[src/rtl/char_codec_defs.sv]
// Shared character-codec constants, FSM encodings and helpers used by the
// number-to-ASCII converter and its ASCII-to-number decoder counterpart.
package char_codec_defs;

  localparam int unsigned NUM_W = 32;
  localparam int unsigned BCD_W = 40;
  localparam int unsigned DIG_W = 4;
  localparam int unsigned CNT_W = 6;

  localparam logic [7:0] FC_BIN      = 8'h42;
  localparam logic [7:0] FC_DEC      = 8'h44;
  localparam logic [7:0] FC_HEX      = 8'h48;
  localparam logic [7:0] ASCII_0     = 8'h30;
  localparam logic [7:0] ASCII_MINUS = 8'h2D;

  typedef enum logic [1:0] {
    ST_IDLE = 2'd0,
    ST_CONV = 2'd1,
    ST_SKIP = 2'd2,
    ST_EMIT = 2'd3
  } state_e;

  typedef enum logic [1:0] {
    FMT_BIN = 2'd0,
    FMT_HEX = 2'd1,
    FMT_DEC = 2'd2,
    FMT_BAD = 2'd3
  } fmt_e;

  // Double-dabble pre-shift correction: add 3 to every BCD digit >= 5.
  function automatic logic [BCD_W-1:0] dabble_adj(input logic [BCD_W-1:0] v);
    logic [BCD_W-1:0] r;
    r = v;
    for (int i = 0; i < int'(BCD_W / DIG_W); i++) begin
      if (r[i*DIG_W +: DIG_W] >= 4'd5) r[i*DIG_W +: DIG_W] = r[i*DIG_W +: DIG_W] + 4'd3;
    end
    return r;
  endfunction

  function automatic fmt_e decode_fc(input logic [7:0] fc);
    if (fc == FC_BIN) return FMT_BIN;
    if (fc == FC_HEX) return FMT_HEX;
    if (fc == FC_DEC || fc == 8'h00 || (fc >= 8'h30 && fc <= 8'h39)) return FMT_DEC;
    return FMT_BAD;
  endfunction

endpackage

[src/rtl/bin2bcd_seq.sv]
// Sequential 32-bit binary to 10-digit BCD double-dabble, 32 cycles per
// conversion; the first shift happens on the start edge, done pulses for one cycle.
module bin2bcd_seq
  import char_codec_defs::*;
(
  input  logic             clk,
  input  logic             rst,
  input  logic             start,
  input  logic [NUM_W-1:0] bin,
  output logic             done,
  output logic [BCD_W-1:0] bcd
);

  logic [NUM_W-1:0] shreg;
  logic [4:0]       cnt;
  logic             busy;
  logic [BCD_W-1:0] adj_c;

  assign adj_c = dabble_adj(bcd);

  always_ff @(posedge clk) begin
    if (rst) begin
      bcd   <= '0;
      shreg <= '0;
      cnt   <= '0;
      busy  <= 1'b0;
      done  <= 1'b0;
    end else begin
      done <= 1'b0;
      if (start) begin
        bcd   <= {(BCD_W-1)'(0), bin[NUM_W-1]};
        shreg <= {bin[NUM_W-2:0], 1'b0};
        cnt   <= 5'd1;
        busy  <= 1'b1;
      end else if (busy) begin
        bcd   <= {adj_c[BCD_W-2:0], shreg[NUM_W-1]};
        shreg <= {shreg[NUM_W-2:0], 1'b0};
        cnt   <= 5'(cnt + 5'd1);
        if (cnt == 5'd31) begin
          busy <= 1'b0;
          done <= 1'b1;
        end
      end
    end
  end

endmodule

[src/rtl/num2char_stream.sv]
// Streaming number-to-ASCII converter (binary/hex/decimal, MSB first, leading
// zeros suppressed). Define NUM2CHAR_SIGNED_EN for two's-complement decimal output.
module num2char_stream
  import char_codec_defs::*;
#(
  parameter bit UPPER_HEX = 1'b1
) (
  input  logic             clk,
  input  logic             rst,
  input  logic             in_valid,
  output logic             in_ready,
  input  logic [NUM_W-1:0] num,
  input  logic [7:0]       fc,
  output logic             out_valid,
  input  logic             out_ready,
  output logic [7:0]       out_char,
  output logic             out_last
);

  state_e           state;
  logic [BCD_W-1:0] dig;
  logic [CNT_W-1:0] cnt;
  logic             is_bin;
  logic             neg_pend;

  fmt_e             fmt_c;
  logic             accept_c;
  logic             neg_c;
  logic [NUM_W-1:0] mag_c;
  logic             bcd_start_c;
  logic             bcd_done;
  logic [BCD_W-1:0] bcd_val;
  logic [DIG_W-1:0] cur_c;
  logic [DIG_W-1:0] nxt_c;
  logic [BCD_W-1:0] dig_sh_c;

  assign fmt_c    = decode_fc(fc);
  assign accept_c = in_valid && in_ready && (state == ST_IDLE);

`ifdef NUM2CHAR_SIGNED_EN
  assign neg_c = (fmt_c == FMT_DEC) && num[NUM_W-1];
`else
  assign neg_c = 1'b0;
`endif

  assign mag_c       = neg_c ? NUM_W'(-num) : num;
  assign bcd_start_c = accept_c && (fmt_c == FMT_DEC);

  // Binary walks 1-bit digits, hex/decimal walk nibbles; the MSB digit is always at the top.
  assign dig_sh_c = is_bin ? {dig[BCD_W-2:0], 1'b0} : {dig[BCD_W-5:0], 4'b0};
  assign cur_c    = is_bin ? {3'b0, dig[BCD_W-1]} : dig[BCD_W-1 -: DIG_W];
  assign nxt_c    = is_bin ? {3'b0, dig_sh_c[BCD_W-1]} : dig_sh_c[BCD_W-1 -: DIG_W];

  function automatic logic [7:0] to_ascii(input logic [DIG_W-1:0] d);
    if (d < 4'd10) return ASCII_0 + 8'(d);
    return (UPPER_HEX ? 8'h37 : 8'h57) + 8'(d);
  endfunction

  bin2bcd_seq u_bcd (
    .clk   (clk),
    .rst   (rst),
    .start (bcd_start_c),
    .bin   (mag_c),
    .done  (bcd_done),
    .bcd   (bcd_val)
  );

  always_ff @(posedge clk) begin
    if (rst) begin
      state     <= ST_IDLE;
      in_ready  <= 1'b0;
      out_valid <= 1'b0;
      out_char  <= 8'h00;
      out_last  <= 1'b0;
      dig       <= '0;
      cnt       <= '0;
      is_bin    <= 1'b0;
      neg_pend  <= 1'b0;
    end else begin
      case (state)
        ST_IDLE: begin
          in_ready <= 1'b1;
          if (accept_c) begin
            in_ready <= 1'b0;
            neg_pend <= neg_c;
            case (fmt_c)
              FMT_BIN: begin
                is_bin <= 1'b1;
                dig    <= {num, 8'b0};
                cnt    <= CNT_W'(32);
                state  <= ST_SKIP;
              end
              FMT_HEX: begin
                is_bin <= 1'b0;
                dig    <= {num, 8'b0};
                cnt    <= CNT_W'(8);
                state  <= ST_SKIP;
              end
              FMT_DEC: begin
                is_bin <= 1'b0;
                cnt    <= CNT_W'(10);
                state  <= ST_CONV;
              end
              default: begin
                is_bin <= 1'b0;
                dig    <= '0;
                cnt    <= CNT_W'(8);
                state  <= ST_SKIP;
              end
            endcase
          end
        end
        ST_CONV: begin
          if (bcd_done) begin
            dig   <= bcd_val;
            state <= ST_SKIP;
          end
        end
        ST_SKIP: begin
          if (cur_c == '0 && cnt > CNT_W'(1)) begin
            dig <= dig_sh_c;
            cnt <= CNT_W'(cnt - CNT_W'(1));
          end else begin
            state     <= ST_EMIT;
            out_valid <= 1'b1;
            if (neg_pend) begin
              out_char <= ASCII_MINUS;
              out_last <= 1'b0;
            end else begin
              out_char <= to_ascii(cur_c);
              out_last <= (cnt == CNT_W'(1));
            end
          end
        end
        ST_EMIT: begin
          if (out_ready) begin
            if (neg_pend) begin
              // Sign has been taken; present the first digit without shifting.
              neg_pend <= 1'b0;
              out_char <= to_ascii(cur_c);
              out_last <= (cnt == CNT_W'(1));
            end else if (out_last) begin
              out_valid <= 1'b0;
              out_last  <= 1'b0;
              out_char  <= 8'h00;
              in_ready  <= 1'b1;
              state     <= ST_IDLE;
            end else begin
              dig      <= dig_sh_c;
              cnt      <= CNT_W'(cnt - CNT_W'(1));
              out_char <= to_ascii(nxt_c);
              out_last <= (cnt == CNT_W'(2));
            end
          end
        end
        default: state <= ST_IDLE;
      endcase
    end
  end

endmodule
[config.mk]
export PLATFORM = sky130hd
export DESIGN_NAME = num2char_stream
export DESIGN_NICKNAME = d
export VERILOG_FILES = /design/src/rtl/char_codec_defs.sv /design/src/rtl/bin2bcd_seq.sv /design/src/rtl/num2char_stream.sv
export SDC_FILE = /design/constraint.sdc
export NUM_CORES = 1
export LEC_CHECK = 0
export CAP_MARGIN = 40
export CELL_PAD_IN_SITES_DETAIL_PLACEMENT = 0
export CELL_PAD_IN_SITES_GLOBAL_PLACEMENT = 1
export CORE_MARGIN = 5
export CORE_UTILIZATION = 45
export CTS_CLUSTER_DIAMETER = 120
export CTS_CLUSTER_SIZE = 20
export DETAILED_ROUTE_END_ITERATION = 12
export PLACE_DENSITY_LB_ADDON = 0.1
export SYNTH_ARGS = -nofsm -noshare
export SYNTH_HDL_FRONTEND = slang
export SYNTH_SLANG_ARGS = --single-unit
export TNS_END_PERCENT = 100
[constraint.sdc]
create_clock -name clk -period 3.8 [get_ports clk]
set_input_delay 0.38 -clock clk [delete_from_list [all_inputs] [get_ports clk]]
set_output_delay 0.38 -clock clk [all_outputs]
set_load 0.01 [all_outputs]
==> results of run 1 <==
-- layout make-up --
cell class,instances,area [µm²]
Fill cell,1616,8130
Multi-Input combinational cell,727,4820
Sequential cell,137,2750
Timing Repair Buffer,67,643
Clock buffer,18,450
Tap cell,225,282
Clock inverter,14,171
Inverter,30,113
-- Yosys cell counts, types with 2 or more instances --
cell type / count
a41oi_1: 2
nor4_1: 3
or2_2: 2
nor2_1: 72
mux2i_1: 53
inv_1: 30
a211oi_2: 2
a32oi_1: 3
a21o_1: 12
xnor2_1: 23
xor2_1: 3
dfxtp_1: 137
a22oi_1: 33
o22ai_1: 33
o31ai_1: 2
a21oi_1: 79
nand4_1: 4
buf_6: 3
a21bo_2: 2
a21oi_2: 3
o211ai_1: 11
or3_1: 9
buf_1: 2
and4b_1: 2
o21ai_0: 66
mux2_2: 32
nor2b_1: 16
buf_2: 15
nor3_1: 6
a31oi_1: 2
clkbuf_1: 57
nand4b_1: 2
buf_4: 2
nand2b_1: 27
a211oi_1: 37
nand2_1: 67
ha_1: 32
and3_1: 3
o21ai_1: 10
nor3b_1: 2
nand3_1: 55
-- critical path: stages (launching register included) --
cell and delay, ns:
dfxtp_1 0.37, inv_1 0.10, ha_1 0.26, nor2_1 0.28
o211ai_2 0.19, a211o_1 0.65, buf_4 0.36, or3_1 0.36
a21oi_1 0.13
-- power by group through the flow --
| stage | Combinational, W | Clock [W] | Sequential (W) |
|---|---|---|---|
| 2_1_floorplan | 0.000793 | 0 | 0.00159 |
| 3_3_place_gp | 0.00113 | 0 | 0.00158 |
| 3_5_place_dp | 0.00116 | 0 | 0.00158 |
| 4_1_cts | 0.00117 | 0.00177 | 0.00155 |
| 5_1_grt | 0.00128 | 0.00184 | 0.00156 |
| 6_report | 0.00118 | 0.00174 | 0.00155 |
-- layer usage --
metal	wire length (µm)	global-route usage (%)	vias to the layer above
met2	10700	36.2	176
met4	664	9.71	0
met5	0	0	-
li1	-	-	3538
met3	876	3.49	44
met1	9260	26.1	3385
-- state kept, by name, summed over array words and instances (netlist names), 2 cells and up --
signal / flops
dig: 40
u_bcd.bcd: 40
u_bcd.shreg: 31
out_char: 7
cnt: 6
u_bcd.cnt: 5
state: 2
-- through the flow --
step | instances | power [W] | utilization (%) | worst slack [ns] | instance area, µm²
2_1_floorplan | 974 | 0.00238 | - | 1.10 | 8010
3_3_place_gp | 1184 | 0.00271 | 49.4 | 1.09 | 8570
3_5_place_dp | 1186 | 0.00274 | 49.6 | 1.04 | 8600
4_1_cts | 1218 | 0.00450 | 53.1 | 1.05 | 9220
5_1_grt | 1218 | 0.00468 | 53.1 | 0.812 | 9220
6_report | 1218 | 0.00447 | 53.1 | 1.00 | 9220
-- worst paths after layout --
| kind | start | end | slack [ns] |
|---|---|---|---|
| max | cnt[0]$_SDFFE_PP0P_ | dig[7]$_SDFFE_PP0P_ | 1.00 |
| max reg2reg | cnt[0]$_SDFFE_PP0P_ | dig[7]$_SDFFE_PP0P_ | 1.00 |
| min reg2reg | out_char[4]$_SDFFE_PP0P_ | out_char[4]$_SDFFE_PP0P_ | 0.46 |
| min | out_char[4]$_SDFFE_PP0P_ | out_char[4]$_SDFFE_PP0P_ | 0.46 |
-- kinds of logic after synthesis --
group                      share of synthesized area (%)
AOI/OAI and AO/OA                                   24.3
and+or+nand+nor                                     16.7
DFF                                                 34.2
buffers and inverters                               5.78
muxes                                               11.1
adders and majority gates                           5.00
xor gates and xnor gates                            2.84
other                                             0.0468
==> results.toml, run 1 <==
[power_and_ir_drop]
irDropWorstVdd_mv = 0.376
p_per_area_nw_per_um2 = 485
switching_power_w = 0.00152
switching_share_pct = 34.0
leakage_nw = 3.08
internal-power_w = 0.00295
seq_power_share_pct = 34.7
combPwrFrac_pct = 26.3
power.share.clock_pct = 39.0

[timing]
period_share_pct = 73.7
max_freq_mhz = 357
whs_ns = 0.456
clock_skew_ns = 0.00956
rsz0062_at_grt = "no"
tightestPinTransition_ns = 0.828
slew_headroom_pct = 44.8
hold_viol = 0
min_period_ns = 2.80
setup_tns_ns = 0
slew_violations = 0
setup_viol = 0

[placed_design]
place.gp.congestion = 0.850
dp_hpwl_um = 14300
port_buffers = 53

[clocking]
post-cts-setup-buffer-count = 0
cts_inserted_buffers = 17
tritoncts = "done"
clock_sinks = 137
htree_levels = 4
root_buffer = "clkbuf_16"
clock_latency_ns = 0.43
clk_pin_slew_worst_paths_ns = 0.06
cts_resized = 0
clockBufferDepth = 2
cts_hold_buf = 0

[status]
status = "completed"

[synthesis]
ys_seq_elements = 137
ys.warnings.count = 0
yosysSeqAreaShare_pct = 34.2
syn-cell-area_um2 = 8010
synth_area_leaders = "dfxtp_1, mux2i_1, ha_1"
synth.distinct_cells = 59
synth_top_cell_by_area = "dfxtp_1"
syn_inst = 974
synth_async_sr_flop_share_pct = 0
synth_edf_count = 0
ys.flop_type = "dfxtp_1"
synth_nets = 1050
synth_top_area_share_pct = 34.2
syn_area_per_cell_um2 = 8.23

[setup_path]
cp.required_ns = 4.14
r2r_cells = 8
critPathKind = "reg2reg"
crit_path_end_kind = "flip-flop"
worstSetupStartpointType = "flip-flop"
critPathArrivalTime_ns = 3.14
critPathMaxFanout = 25

[floorplanning]
start_util_pct = 46.2
die_width_um = 143
row_count = 48
fp.dieH_um = 143
ios = 55
die-area_um2 = 20600
core_area_um2 = 17400

[route]
drcViolationCount = 0
first_pass_iters = 5
ant_nets = 0
drt-total-wl_um = 21500
wl_per_cell_um = 17.7
dr_total_vias = 7143
drtIter0Drc = 461
avgViaCountPerCell = 5.86

[global_routing]
grt_usage_pct = 21.2
grt_first_pass_wirelength_um = 35200
grt_pass1_vias = 6973
grt_max_degree = 79
antenna_found_initial = 0
overflow = 0

[layout]
layout_commonest_cell = "dfxtp_1"
fin_nets = 1056
mostFrequentLayoutCells = "dfxtp_1, a21oi_1, nor2_1"
antenna_cells = 0
synthToLayoutAreaGrowth_pct = 15.1
drive_gt1_share_pct = 9.87

[worst_hold_path]
min_path_type = "reg2reg"
min_path_cells = 2

[run]
maxCapViolCount = 0
(Power assumes the default switching activity.)
==> run 2: changes to the inputs <==
clock period = 2.7 ns   (was 3.8 ns; I/O delays follow)
==> results.toml, run 2 (synthesized netlist as in run 1, its figures left out) <==
[layout]
synthToLayoutAreaGrowth_pct = 16.4
antenna_cells = 0
mostFrequentLayoutCells = "dfxtp_1, a21oi_1, nor2_1"
stdcell_count = 1229
reg_top3 = "dig: 40 flops, u_bcd.bcd: 40 flops, u_bcd.shreg: 31 flops"
fin_util_pct = 53.7
fin_nets = 1067
design_area_um2 = 9330
layout_commonest_cell = "dfxtp_1"
drive_gt1_share_pct = 10.8

[timing]
min_period_ns = 2.50
max_freq_mhz = 400
setup_viol = 0
tightestPinTransition_ns = 0.802
setup_tns_ns = 0
period_share_pct = 92.5
slew_violations = 0
clock_skew_ns = 0.0116
hold_viol = 0
rsz0062_at_grt = "no"
slew_headroom_pct = 46.5

[power_and_ir_drop]
power.share.clock_pct = 37.3
switching_share_pct = 34.9
p_per_area_nw_per_um2 = 662
leakage_nw = 3.14
irDropWorstVdd_mv = 0.783
switching_power_w = 0.00215
seq_power_share_pct = 35.4
combPwrFrac_pct = 27.4
internal-power_w = 0.00402
p_total_w = 0.00617

[setup_path]
r2r_cells = 8
rrSetupSlack_ns = 0.20
worstSetupStartpointType = "flip-flop"
crit_path_end_kind = "flip-flop"
cp.required_ns = 3.04
critPathKind = "reg2reg"
r2r_end = "dig[2]$_SDFFE_PP0P_"
critPathMaxFanout = 47
timing.rr.start = "cnt[0]$_SDFFE_PP0P_"
critPathArrivalTime_ns = 2.84

[global_routing]
grt_pass1_vias = 7206
grt_max_degree = 78
grt_first_pass_wirelength_um = 36000
overflow = 0
antenna_found_initial = 0
grt_usage_pct = 21.6

[floorplanning]
core_area_um2 = 17400
row_count = 48
die_width_um = 143
ios = 55
start_util_pct = 46.2
fp.dieH_um = 143
die-area_um2 = 20600

[worst_hold_path]
min_from = "rst"
min_path_cells = 2
min_path_type = "in2reg"
min_to = "cnt[2]$_SDFFE_PP0P_"

[status]
status = "completed"

[placed_design]
dp.cells = 1197
place.gp.congestion = 0.829
dpl_cell_area_um2 = 8750
port_buffers = 53
dp_hpwl_um = 14800

[clocking]
cts_inserted_buffers = 17
clock_latency_ns = 0.43
clk_pin_slew_worst_paths_ns = 0.07
htree_levels = 4
post-cts-setup-buffer-count = 0
cts_hold_buf = 0
root_buffer = "clkbuf_16"
cts_resized = 0
clock_sinks = 137
tritoncts = "done"
clockBufferDepth = 2

[route]
ant_nets = 0
drt-total-wl_um = 21900
wl_per_cell_um = 17.8
drcViolationCount = 0
avgViaCountPerCell = 5.92
first_pass_iters = 5
drtIter0Drc = 499
dr_total_vias = 7276

[run]
maxCapViolCount = 0
[run 2: cell count changes in the layout (fill, tap and decap cells not counted), sizes merged]
cell      delta
clkinvlp     -2
bufinv       -2
inv          +3
clkinv       -1
clkbuf       +2
buf         +11
[run 2: layer usage]
layer  wire length [µm]  up-vias  part of all wire [%]  GRT usage [%]
met4                557        0                   2.5           8.18
met3                962       36                   4.4           4.29
li1                   -     3567                     -              -
met5                  0        -                     0              0
met1               9340     3486                    43           25.7
met2              11000      187                    50           38.4
[run 2: worst max-delay path by stage]
stage                                   start                   end  slack (ns)  cells past startpoint
after floorplan           is_bin$_SDFFE_PP0P_   dig[5]$_SDFFE_PP0P_       0.004                     10
after detailed placement  cnt[0]$_SDFFE_PP0P_   dig[3]$_SDFFE_PP0P_        0.20                      8
after global placement                  fc[5]  dig[16]$_SDFFE_PP0P_        0.25                      8
final                     cnt[0]$_SDFFE_PP0P_   dig[2]$_SDFFE_PP0P_        0.20                      8
after CTS                 cnt[0]$_SDFFE_PP0P_   dig[3]$_SDFFE_PP0P_        0.20                      8
after global routing      cnt[0]$_SDFFE_PP0P_   dig[1]$_SDFFE_PP0P_        0.06                      8
[run 2: worst max-delay path, stage by stage, from the launching register on]
cell	delay, ns
dfxtp_1	0.38
inv_1	0.11
ha_1	0.27
nor2_1	0.31
o211ai_2	0.18
a211o_1	0.33
buf_4	0.28
or3_1	0.42
a21oi_1	0.13
[run 2: power groups by stage]
stage               combinational [W]  sequential, W  clock (W)
finish                        0.00169        0.00218    0.00230
global placement              0.00167        0.00222          0
CTS                           0.00169        0.00219    0.00235
global route                  0.00184        0.00219    0.00244
detailed placement            0.00169        0.00223          0
floorplan                     0.00112        0.00224          0
[run 2: area by class of cell]
class	instances	area [µm²]
inverters	30	113
clock inverters	12	114
repair buffers	78	788
clock buffers	20	468
well taps	225	282
flip-flops and latches	137	2750
multi-input cells	727	4820
fillers	1591	8030
[run 2: through the flow]
stage,hold WS (ns),worst slack (ns)
final,0.268,0.203
after global routing,0.293,0.0605
after CTS,0.257,0.195
after detailed placement,0.462,0.203
after global placement,0.457,0.250
after floorplan,0.414,0.00432
